`src/rtl/br_predictor_btb.sv`:
```
// Branch target buffer with per-entry saturating direction counters.
// Decode looks up a branch PC combinationally and gets a hit, a taken
// prediction and a target in the same cycle. The memory stage writes back
// the resolved outcome one entry per cycle. Updates become visible on the
// cycle after the edge that writes them; there is no same-cycle bypass.
// Two saturating statistics counters track resolved branches and
// mispredictions.
//
// Update port: update_en is a one-cycle qualifier with no back-pressure.
// Whenever update_en=1 at a rising CLK edge with nRST=1, the update is
// consumed at that edge. The block can never stall the pipeline.
module br_predictor_btb #(
    parameter int ENTRIES = 8,
    parameter int TAG_W   = 8,
    parameter int CTR_W   = 2,
    parameter int STAT_W  = 16,
    localparam int INDEX_W = $clog2(ENTRIES)
) (
    input  logic                CLK,
    input  logic                nRST,
    input  logic [31:0]         lookup_pc,
    output logic                hit,
    output logic                predict,
    output logic [31:0]         br_target_O,
    output logic [INDEX_W-1:0]  index_O,
    input  logic                update_en,
    input  logic [31:0]         update_pc,
    input  logic                br_taken,
    input  logic [31:0]         br_target_I,
    input  logic                mispredict,
    output logic [STAT_W-1:0]   br_count,
    output logic [STAT_W-1:0]   mispredict_count
);

    // Counter encodings. Weakly taken is the MSB-only pattern. Weakly
    // not-taken sits one below it, which collapses to 0 when CTR_W is 1.
    localparam logic [CTR_W-1:0] CTR_MAX     = '1;
    localparam logic [CTR_W-1:0] CTR_WEAK_T  = CTR_W'(2 ** (CTR_W - 1));
    localparam logic [CTR_W-1:0] CTR_WEAK_NT = CTR_W'(2 ** (CTR_W - 1) - 1);

    // Table storage
    logic              valid_r  [ENTRIES];
    logic [TAG_W-1:0]  tag_r    [ENTRIES];
    logic [31:0]       target_r [ENTRIES];
    logic [CTR_W-1:0]  ctr_r    [ENTRIES];

    // Address split. pc[1:0] does not take part.
    logic [INDEX_W-1:0] lookup_idx;
    logic [TAG_W-1:0]   lookup_tag;
    logic [INDEX_W-1:0] upd_idx;
    logic [TAG_W-1:0]   upd_tag;
    logic               upd_hit;

    assign lookup_idx = lookup_pc[INDEX_W+1:2];
    assign lookup_tag = lookup_pc[INDEX_W+TAG_W+1:INDEX_W+2];
    assign upd_idx    = update_pc[INDEX_W+1:2];
    assign upd_tag    = update_pc[INDEX_W+TAG_W+1:INDEX_W+2];
    assign upd_hit    = valid_r[upd_idx] && (tag_r[upd_idx] == upd_tag);

    // Zero-latency lookup against the table contents before this edge
    always_comb begin
        index_O     = lookup_idx;
        hit         = valid_r[lookup_idx] && (tag_r[lookup_idx] == lookup_tag);
        predict     = hit && ctr_r[lookup_idx][CTR_W-1];
        br_target_O = hit ? target_r[lookup_idx] : 32'h0;
    end

    // Table update.
    // On a tag hit: train the counter, and refresh the target on taken.
    // On a miss: allocate on taken only.
    always_ff @(posedge CLK) begin
        if (!nRST) begin
            for (int i = 0; i < ENTRIES; i++) begin
                valid_r[i]  <= 1'b0;
                tag_r[i]    <= '0;
                target_r[i] <= '0;
                ctr_r[i]    <= CTR_WEAK_NT;
            end
        end else if (update_en) begin
            if (upd_hit) begin
                if (br_taken) begin
                    if (ctr_r[upd_idx] != CTR_MAX) begin
                        ctr_r[upd_idx] <= ctr_r[upd_idx] + CTR_W'(1);
                    end
                    target_r[upd_idx] <= br_target_I;
                end else if (ctr_r[upd_idx] != '0) begin
                    ctr_r[upd_idx] <= ctr_r[upd_idx] - CTR_W'(1);
                end
            end else if (br_taken) begin
                valid_r[upd_idx]  <= 1'b1;
                tag_r[upd_idx]    <= upd_tag;
                target_r[upd_idx] <= br_target_I;
                ctr_r[upd_idx]    <= CTR_WEAK_T;
            end
        end
    end

    // Saturating statistics counters, advanced once per resolved branch
    always_ff @(posedge CLK) begin
        if (!nRST) begin
            br_count         <= '0;
            mispredict_count <= '0;
        end else if (update_en) begin
            if (br_count != '1) begin
                br_count <= br_count + STAT_W'(1);
            end
            if (mispredict && (mispredict_count != '1)) begin
                mispredict_count <= mispredict_count + STAT_W'(1);
            end
        end
    end

endmodule

```
`config.mk`:
```
export PLATFORM = sky130hd
export DESIGN_NAME = br_predictor_btb
export DESIGN_NICKNAME = d
export VERILOG_FILES = /design/src/rtl/br_predictor_btb.sv
export SDC_FILE = /design/constraint.sdc
export NUM_CORES = 1
export LEC_CHECK = 0
export BUFFER_PORTS_ARGS = -buffer_cell sky130_fd_sc_hd__buf_2
export CAP_MARGIN = 20
export CORE_AREA = 2 2 162 195
export DETAILED_ROUTE_END_ITERATION = 10
export DIE_AREA = 0 0 164 197
export PLACE_DENSITY = 0.83
export SYNTH_ARGS = -nofsm -noshare
export SYNTH_HDL_FRONTEND = slang
export SYNTH_SLANG_ARGS = --single-unit
```
`constraint.sdc`:
```
create_clock -name CLK -period 6.9 [get_ports CLK]
set_input_delay 1.725 -clock CLK [delete_from_list [all_inputs] [get_ports CLK]]
set_output_delay 1.725 -clock CLK [all_outputs]
set_load 0.01 [all_outputs]
```
## Word-level counts from Yosys, hierarchy flattened

Memory sizes are Yosys's and may differ from the RTL's.
Cells that the tools add are included.

| cells by class | value |
|---|---|
| add/subtract/negate cells | 4 |
| equal/unequal tests | 5 |
| mux-type cells | 38 |
| bitwise gates (word level) | 3 |
| reduce and logical (&&, ||, !) cells | 11 |

Operators by type and width:

| kind | number |
|---|---|
| $mux 32 | 3 |
| $add 16x1->16 const B | 2 |
| $ne 16x16->1 const B | 2 |
| $reduce_or 32->1 | 1 |
| $mux 1 | 27 |
| $eq 8x8->1 | 2 |
| $mux 3 | 4 |
| $mux 8 | 1 |
| $reduce_or 8->1 | 1 |
| $mux 2 | 3 |
| $logic_and 1x1->1 | 4 |
| $reduce_and 2->1 | 2 |
| $or 1x1->1 | 3 |
| $add 2x1->2 const B | 1 |
| $ne 2x2->1 const B | 1 |
| $reduce_bool 2->1 | 1 |
| $reduce_or 2->1 | 1 |
| $sub 2x1->2 const B | 1 |
| $reduce_or 1->1 | 1 |

| storage, ports and cells | value |
|---|---|
| bits in registers | 32 |
| bits in writable memories | 344 |
| input port bits | 101 |
| output and inout bits | 69 |
| logic and storage cells | 67 |
| memories kept | 4 |

Memory list:

| memory | words | width | rd ports | clocked after Yosys merged registers in | wr ports | line | source |
|---|---|---|---|---|---|---|---|
| target_r | 8 | 32 | 1 | 0 | 8 | 44 | `logic [31:0] target_r [ENTRIES];` |
| tag_r | 8 | 8 | 2 | 0 | 8 | 43 | `logic [TAG_W-1:0] tag_r [ENTRIES];` |
| ctr_r | 8 | 2 | 2 | 0 | 8 | 45 | `logic [CTR_W-1:0] ctr_r [ENTRIES];` |
| valid_r | 8 | 1 | 2 | 0 | 8 | 42 | `logic valid_r [ENTRIES];` |

## Logic depth before layout (Yosys ltp)

Gate-level depths: netlist of the first run.
An unclocked memory read counts as a cell.

| depth | value |
|---|---|
| word-level depth | 12 |
| gate-level depth with buffers | 11 |
| mapped depth without buffers | 8 |

## Worst setup path before layout of the first run

Ideal clock, no wire load.

| timing | value |
|---|---|
| path type | input -> output |
| from | input lookup_pc[2] |
| to | output br_target_O[10] |
| arrival | 3.967 ns |
| required time | 5.175 ns |
| setup slack | 1.208 ns |
| stages | 8 |
| buffers on the path | 2 |
| path through | buf_1 mux4_2 mux2i_1 xnor2_1 nor4_1 nand4_1 clkbuf_1 nor2_1 |

| on the way | value |
|---|---|
| cells in the longest elaborated chain, start to end | 4 |
| elaborated cells between the ends (all ways) | 6 |
| classes of those cells | eq/ne (1); mux (1); reduce/logical (1); memory (3) |

Ends and longest elaborated chain:

| item | line | source |
|---|---|---|
| start: declaration | 21 | `input logic [31:0] lookup_pc,` |
| $mem_v2 8x8 | -- |  |
| $eq 8x8->1 | 63 | `hit = valid_r[lookup_idx] && (tag_r[lookup_idx] == lookup_tag);` |
| $logic_and 1x1->1 | 63 |  |
| $mux 32 (*) | 65 | `br_target_O = hit ? target_r[lookup_idx] : 32'h0;` |
| end: declaration | 24 | `output logic [31:0] br_target_O,` |

Mark *: on every way between the ends. The rest lies on a longest branch, timed or not.

## Worst setup path after layout of the first run

| timing | value |
|---|---|
| from | input lookup_pc[3] |
| to | output br_target_O[21] |

The elaborated chain is that of the path after synthesis.

==> metrics, run 1 <==
std cell rows=70; Initial Utilization=0.592; max-capacitance violation count=0; met2 Use GR=0.482; WL/cell=23.8 µm; drt pass-1 iters=5; routing usage on met3=0.0490; RSZ-0062 raised after global routing=false; area of the die=32,300 µm²; Util after Layout=0.670; Gate Count Post-Synth=1,261; Yosys warnings=0; postcts setup bufs=0; I/O pins=170; Worst Setup Path Type=in2out; Placed Instance Area=19,200 µm²; worst slack, placed=920 ps; fin crit share=0.873; clk_lat worst skew=530 ps; TritonCTS Sinks=376; critical path arrival=4300 ps; crit-path max FO=51; Synth Area in Compound Gates=0.0385; Synth Flop Type=edfxtp_1; clock-pin slew on the worst setup and hold paths=60 ps; Reg area=10,900 µm²; Final HPWL DP=25.3 mm; combinational family with the most area after synthesis=simple AND/OR/NAND/NOR gates; Cell Pwr Density=247 nW/µm²; Worst-Margin Slew=1040 ps; Post-Syn Nets=1,364; CTS tree=built; met1 Usage GRT=0.338; crit start category=input pin; largest net degree at the start of global routing=66; first-pass GRT wire length=65.3 mm; hold_buf cts=0; Synth Area in Simple Gates=0.166; footprint of the multi-input gates=6850 µm²; Most Crowded Layer GR=met2; Finish-stage setup viols=0; Worst setup EP type=primary output; routed wire length=43.1 mm; Design Power=5040 µW; post-synthesis adder-cell area fraction=0.00139; Vias/cell=6.13; Post-synth EDFFs=336; Clock Tree Buf Depth=3; syn avg cell area=14.3 µm²; design area=20,400 µm²; post-synthesis xor/xnor area fraction=0.0180; initial antenna violation count=5; Slew HR=0.303; GRT Util Overall=0.272; post-layout min period=6020 ps; sequential share of the synthesized area=0.606; f_max=166 MHz; routed vias=11.1k; fillers=2,052; Area Overhead vs Synth=13.3%; Setup TNS=0 ps; number of nets in the layout=1,488; Root Buffer=clkbuf_16; die height=197 µm; Syn Std Cell Area=18,000 µm²; layout cell share with drive strength beyond 1=0.238; Port-buffer cells=127; static leakage=0.00756 µW; Hold Path Class=reg2reg; total CTS buffers=38; H-tree levels=2; Resize count post-CTS=0; die width=164 µm; fin. max-slew vios=0; mux contribution to synthesized area=0.150; ANT nets after route=0; Fin Clk Skew=9.51 ps; final setup margin=879 ps; Synth cell types=51; GP Congestion=0.936; core footprint=30,400 µm²; Starting DRT DRC Count=1,107; Hold Fails Final Rpt=0; status=completed; ys async rst share=0; vias in the first global route=11.5k; gr ovfl total=0; Req. time, crit path=5180 ps; detailed-route DRC error count=0; flops & latches, synth=376; Worst VDD drop=199 µV
-- critical path, cell delays in order --
cell and delay (ps):
buf_4 230, buf_4 650, mux4_2 420, xnor2_1 150, nand2_1 60, o21ai_0 200, nand4_1 140, buf_4 310
nor2_1 220, buf_2 160
-- worst paths after layout --
check                                          startpoint  slack [ps]                        end  cells after the start
worst max-delay path                         lookup_pc[3]         880            br_target_O[21]                     10
worst min-delay path                   valid_r[2]$_DFF_P_         480         valid_r[2]$_DFF_P_                      1
worst max register to register  tag_r[7][1]$_SDFFCE_PN0P_        3370  ctr_r[3][0]$_SDFFCE_PN1P_                      7
worst min register to register         valid_r[2]$_DFF_P_         480         valid_r[2]$_DFF_P_                      1
-- cells in the mapped netlist (8+ instances only) --
cell	instances	share of area
nand2_1	26	0.0054
xor2_1	13	0.0063
edfxtp_1	336	0.56
clkbuf_1	59	0.012
nor3_1	8	0.0022
and3_1	10	0.0035
and2_1	349	0.12
dfxtp_1	40	0.045
o41ai_1	8	0.0039
a21o_1	9	0.0038
xnor2_1	24	0.012
nand3_1	20	0.0056
mux4_2	94	0.12
mux2i_1	53	0.029
a211oi_1	9	0.0038
nor2_1	56	0.012
o21ai_0	18	0.0050
nand2b_1	11	0.0038
inv_1	9	0.0019
-- power breakdown --
part / leakage (µW) / switching, µW / internal [µW]
clock network: 0.000586 / 851 / 1150
logic: 0.00344 / 231 / 172
registers: 0.00354 / 41.2 / 2600
-- cell usage in the layout (no fill, tap or decap), types with 26 or more instances in the layout --
master / netlist / layout
clkbuf_16: 0 / 39
dfxtp_1: 40 / 40
buf_2: 5 / 125
buf_4: 5 / 35
and2_1: 349 / 349
nand2_1: 26 / 26
mux4_2: 94 / 94
nor2_1: 56 / 48
mux2i_1: 53 / 53
edfxtp_1: 336 / 336
-- cell families (layout without fill, tap and decap cells) --
family	Yosys count	count (layout)
AOI/OAI and AO/OA	95	95
DFF	376	376
buffers and inverters	87	238
and+or+nand+nor	512	512
other	0	3
adders and majority gates	2	2
xor gates and xnor gates	37	37
muxes	152	152
-- sequential cells by signal, summed over array words and instances, names as in the netlist --
signal	count
ctr_r	16
br_count	16
tag_r	64
mispredict_count	16
valid_r	8
target_r	256
-- routing by layer --
metal,vias to the layer above,share of wire
met5,-,0.00079
met4,6,0.023
met3,82,0.083
met2,542,0.52
met1,5538,0.37
li1,4941,-
-- stage by stage --
| step | std cells | hold WS (ps) |
|---|---|---|
| 2_1_floorplan | 1261 | 438 |
| 3_3_place_gp | 1741 | 451 |
| 3_5_place_dp | 1741 | 464 |
| 4_1_cts | 1808 | 478 |
| 5_1_grt | 1809 | 502 |
| 6_report | 1811 | 481 |
-- final cells by class --
class / count / share of cell area
repair buffers: 161 / 0.0442
multi-input cells: 798 / 0.336
flip-flops and latches: 376 / 0.535
inverters: 10 / 0.00184
diodes: 3 / 0.000369
clock inverters: 22 / 0.00958
clock buffers: 45 / 0.0490
well taps: 396 / 0.0243
(Power assumes the default switching activity.)
==> run 2, diff against run 1 <==
CORE_AREA = 2 2 159 192   (was 2 2 162 195)
CTS_BUF_LIST = sky130_fd_sc_hd__clkbuf_8   (was default)
DIE_AREA = 0 0 161 194   (was 0 0 164 197)
PLACE_DENSITY = 0.85   (was 0.83)
==> metrics, run 2 (synthesis gave the netlist of run 1 again) <==
std cell rows=69 (-1.4%); Initial Utilization=0.613 (+0.0209); number of flip-flops in the largest register=256 (unchanged); fillers=1,995 (-2.8%); fin crit share=0.885 (+0.0123); Int Power=3650 µW (-6.7%); Hold Fails Final Rpt=0 (unchanged); Starting DRT DRC Count=945 (-15%); commonest non-fill, non-tap cell in the layout=and2_1; crit start category=input pin; post-layout min period=6110 ps (+85.0 ps); design area=20,300 µm² (-0.58%); GP Congestion=0.921 (-1.6%); clk_lat worst skew=620 ps (+90 ps); switching share of total power=0.239 (+0.0163); I/O pins=170 (unchanged); Area Overhead vs Synth=12.6%; Slew HR=0.352 (+0.0490); die height=194 µm (-1.5%); number of nets in the layout=1,506 (+1.2%); Req. time, crit path=5180 ps (about the same); clock-pin slew on the worst setup and hold paths=60 ps (about the same); routed vias=11.3k (+1.9%); static leakage=0.00758 µW (+0.32%); Largest regs=target_r: 256 flops, tag_r: 64 flops; WHS=479 ps (-2.26 ps); total CTS buffers=58 (+53%); met2 Use GR=0.492 (+0.0103); Worst VDD drop=185 µV (-7.1%); Clock Tree Buf Depth=3 (unchanged); fin. max-slew vios=0 (unchanged); worst slack, placed=720 ps (-200 ps); met1 Usage GRT=0.337 (-0.00112); routing usage on met3=0.0567 (+0.00765); power share of the clock group=0.368 (-0.029); Placed Instance Area=19,100 µm² (-0.12%); Worst setup EP type=primary output; Final HPWL DP=25.3 mm (+0.14%); core footprint=29,400 µm² (-3.4%); routed wire length=42.7 mm (-0.93%); max-capacitance violation count=0 (unchanged); layout cell share with drive strength beyond 1=0.246 (+0.00756); drt pass-1 iters=6 (+1); postcts setup bufs=0 (unchanged); first-pass GRT wire length=66.0 mm (+0.98%); Hold Path Class=reg2reg; crit-path max FO=42 (-18%); Root Buffer=clkbuf_8; detailed-route DRC error count=0 (unchanged); Sw Pwr=1150 µW (+2.3%); Vias/cell=6.14 (about the same); die width=161 µm (-1.8%); hold_buf cts=0 (unchanged); initial antenna violation count=5 (unchanged); Finish-stage setup viols=0 (unchanged); status=completed; ANT nets after route=0 (unchanged); Worst-Margin Slew=965 ps (-72.9 ps); critical path arrival=4380 ps (+80 ps); RSZ-0062 raised after global routing=false; most frequent cells in the layout=and2_1, edfxtp_1, buf_2; gr ovfl total=0 (unchanged); GRT Util Overall=0.278 (+0.00602); Comb power frac=0.083 (+0.003); Util after Layout=0.690 (+0.0197); final setup margin=794 ps (-85.0 ps); largest register by flop count=target_r; Setup TNS=0 ps (unchanged); WL/cell=23.1 µm (-2.7%); Most Crowded Layer GR=met2; TritonCTS Sinks=376 (unchanged); H-tree levels=2 (unchanged); Reg power frac=0.549 (+0.026); Cell Pwr Density=237 nW/µm² (-4.2%); f_max=164 MHz (-1.4%); Worst Setup Path Type=in2out; vias in the first global route=11.8k (+2.9%); Port-buffer cells=127 (unchanged); area of the die=31,200 µm² (-3.3%); Resize count post-CTS=0 (unchanged); largest net degree at the start of global routing=67 (+1.5%); Fin Clk Skew=18.5 ps (+9.01 ps); CTS tree=built
==> run 2: cell types whose count changed in the layout (fill, tap and decap cells not counted), sizes merged <==
cell | before | now
bufinv | 3 | 2
buf | 161 | 159
clkinvlp | 1 | 3
inv | 11 | 28
clkbuf | 45 | 60
clkinv | 17 | 24
diode | 3 | 4
==> run 2: through the flow <==
stage	std cells	power [µW]
3_3_place_gp	1733	3060
6_report	1844	4800
2_1_floorplan	1261	2940
5_1_grt	1842	4950
3_5_place_dp	1733	3090
4_1_cts	1840	4820
==> run 2: path summary, 6_finish.rpt <==
check / from / slack [ps] / cells past startpoint / end
max: lookup_pc[2] / 790 / 7 / br_target_O[2]
min reg2reg: valid_r[3]$_DFF_P_ / 480 / 1 / valid_r[3]$_DFF_P_
min: valid_r[3]$_DFF_P_ / 480 / 1 / valid_r[3]$_DFF_P_
max reg2reg: tag_r[4][1]$_SDFFCE_PN0P_ / 3580 / 7 / ctr_r[0][0]$_SDFFCE_PN1P_
==> run 2: layout make-up <==
cell class	instances	area, µm²	share of cell area
Antenna cell	4	10.0	0.000494
Clock buffer	60	826	0.0408
Clock inverter	47	269	0.0133
Inverter	10	37.5	0.00185
Multi-Input combinational cell	798	6850	0.338
Sequential cell	376	10900	0.538
Tap cell	390	488	0.0241
Timing Repair Buffer	159	885	0.0437
==> run 2: critical path: stages <==
cell     delay, ps
buf_6          280
buf_4          730
buf_4          550
mux4_2         560
mux2i_1        250
nor2_1          70
buf_2          150
==> run 2: layer usage <==
layer / part of all wire / vias up
li1: - / 4989
met1: 0.36 / 5650
met2: 0.52 / 560
met3: 0.085 / 112
met4: 0.030 / 4
met5: 0.00063 / -
==> run 2: power groups by stage <==
stage	Combinational (µW)	Clock (µW)	Sequential, µW
2_1_floorplan	268	0	2670
3_3_place_gp	391	0	2670
3_5_place_dp	401	0	2680
4_1_cts	402	1780	2640
5_1_grt	431	1870	2650
6_report	401	1770	2640
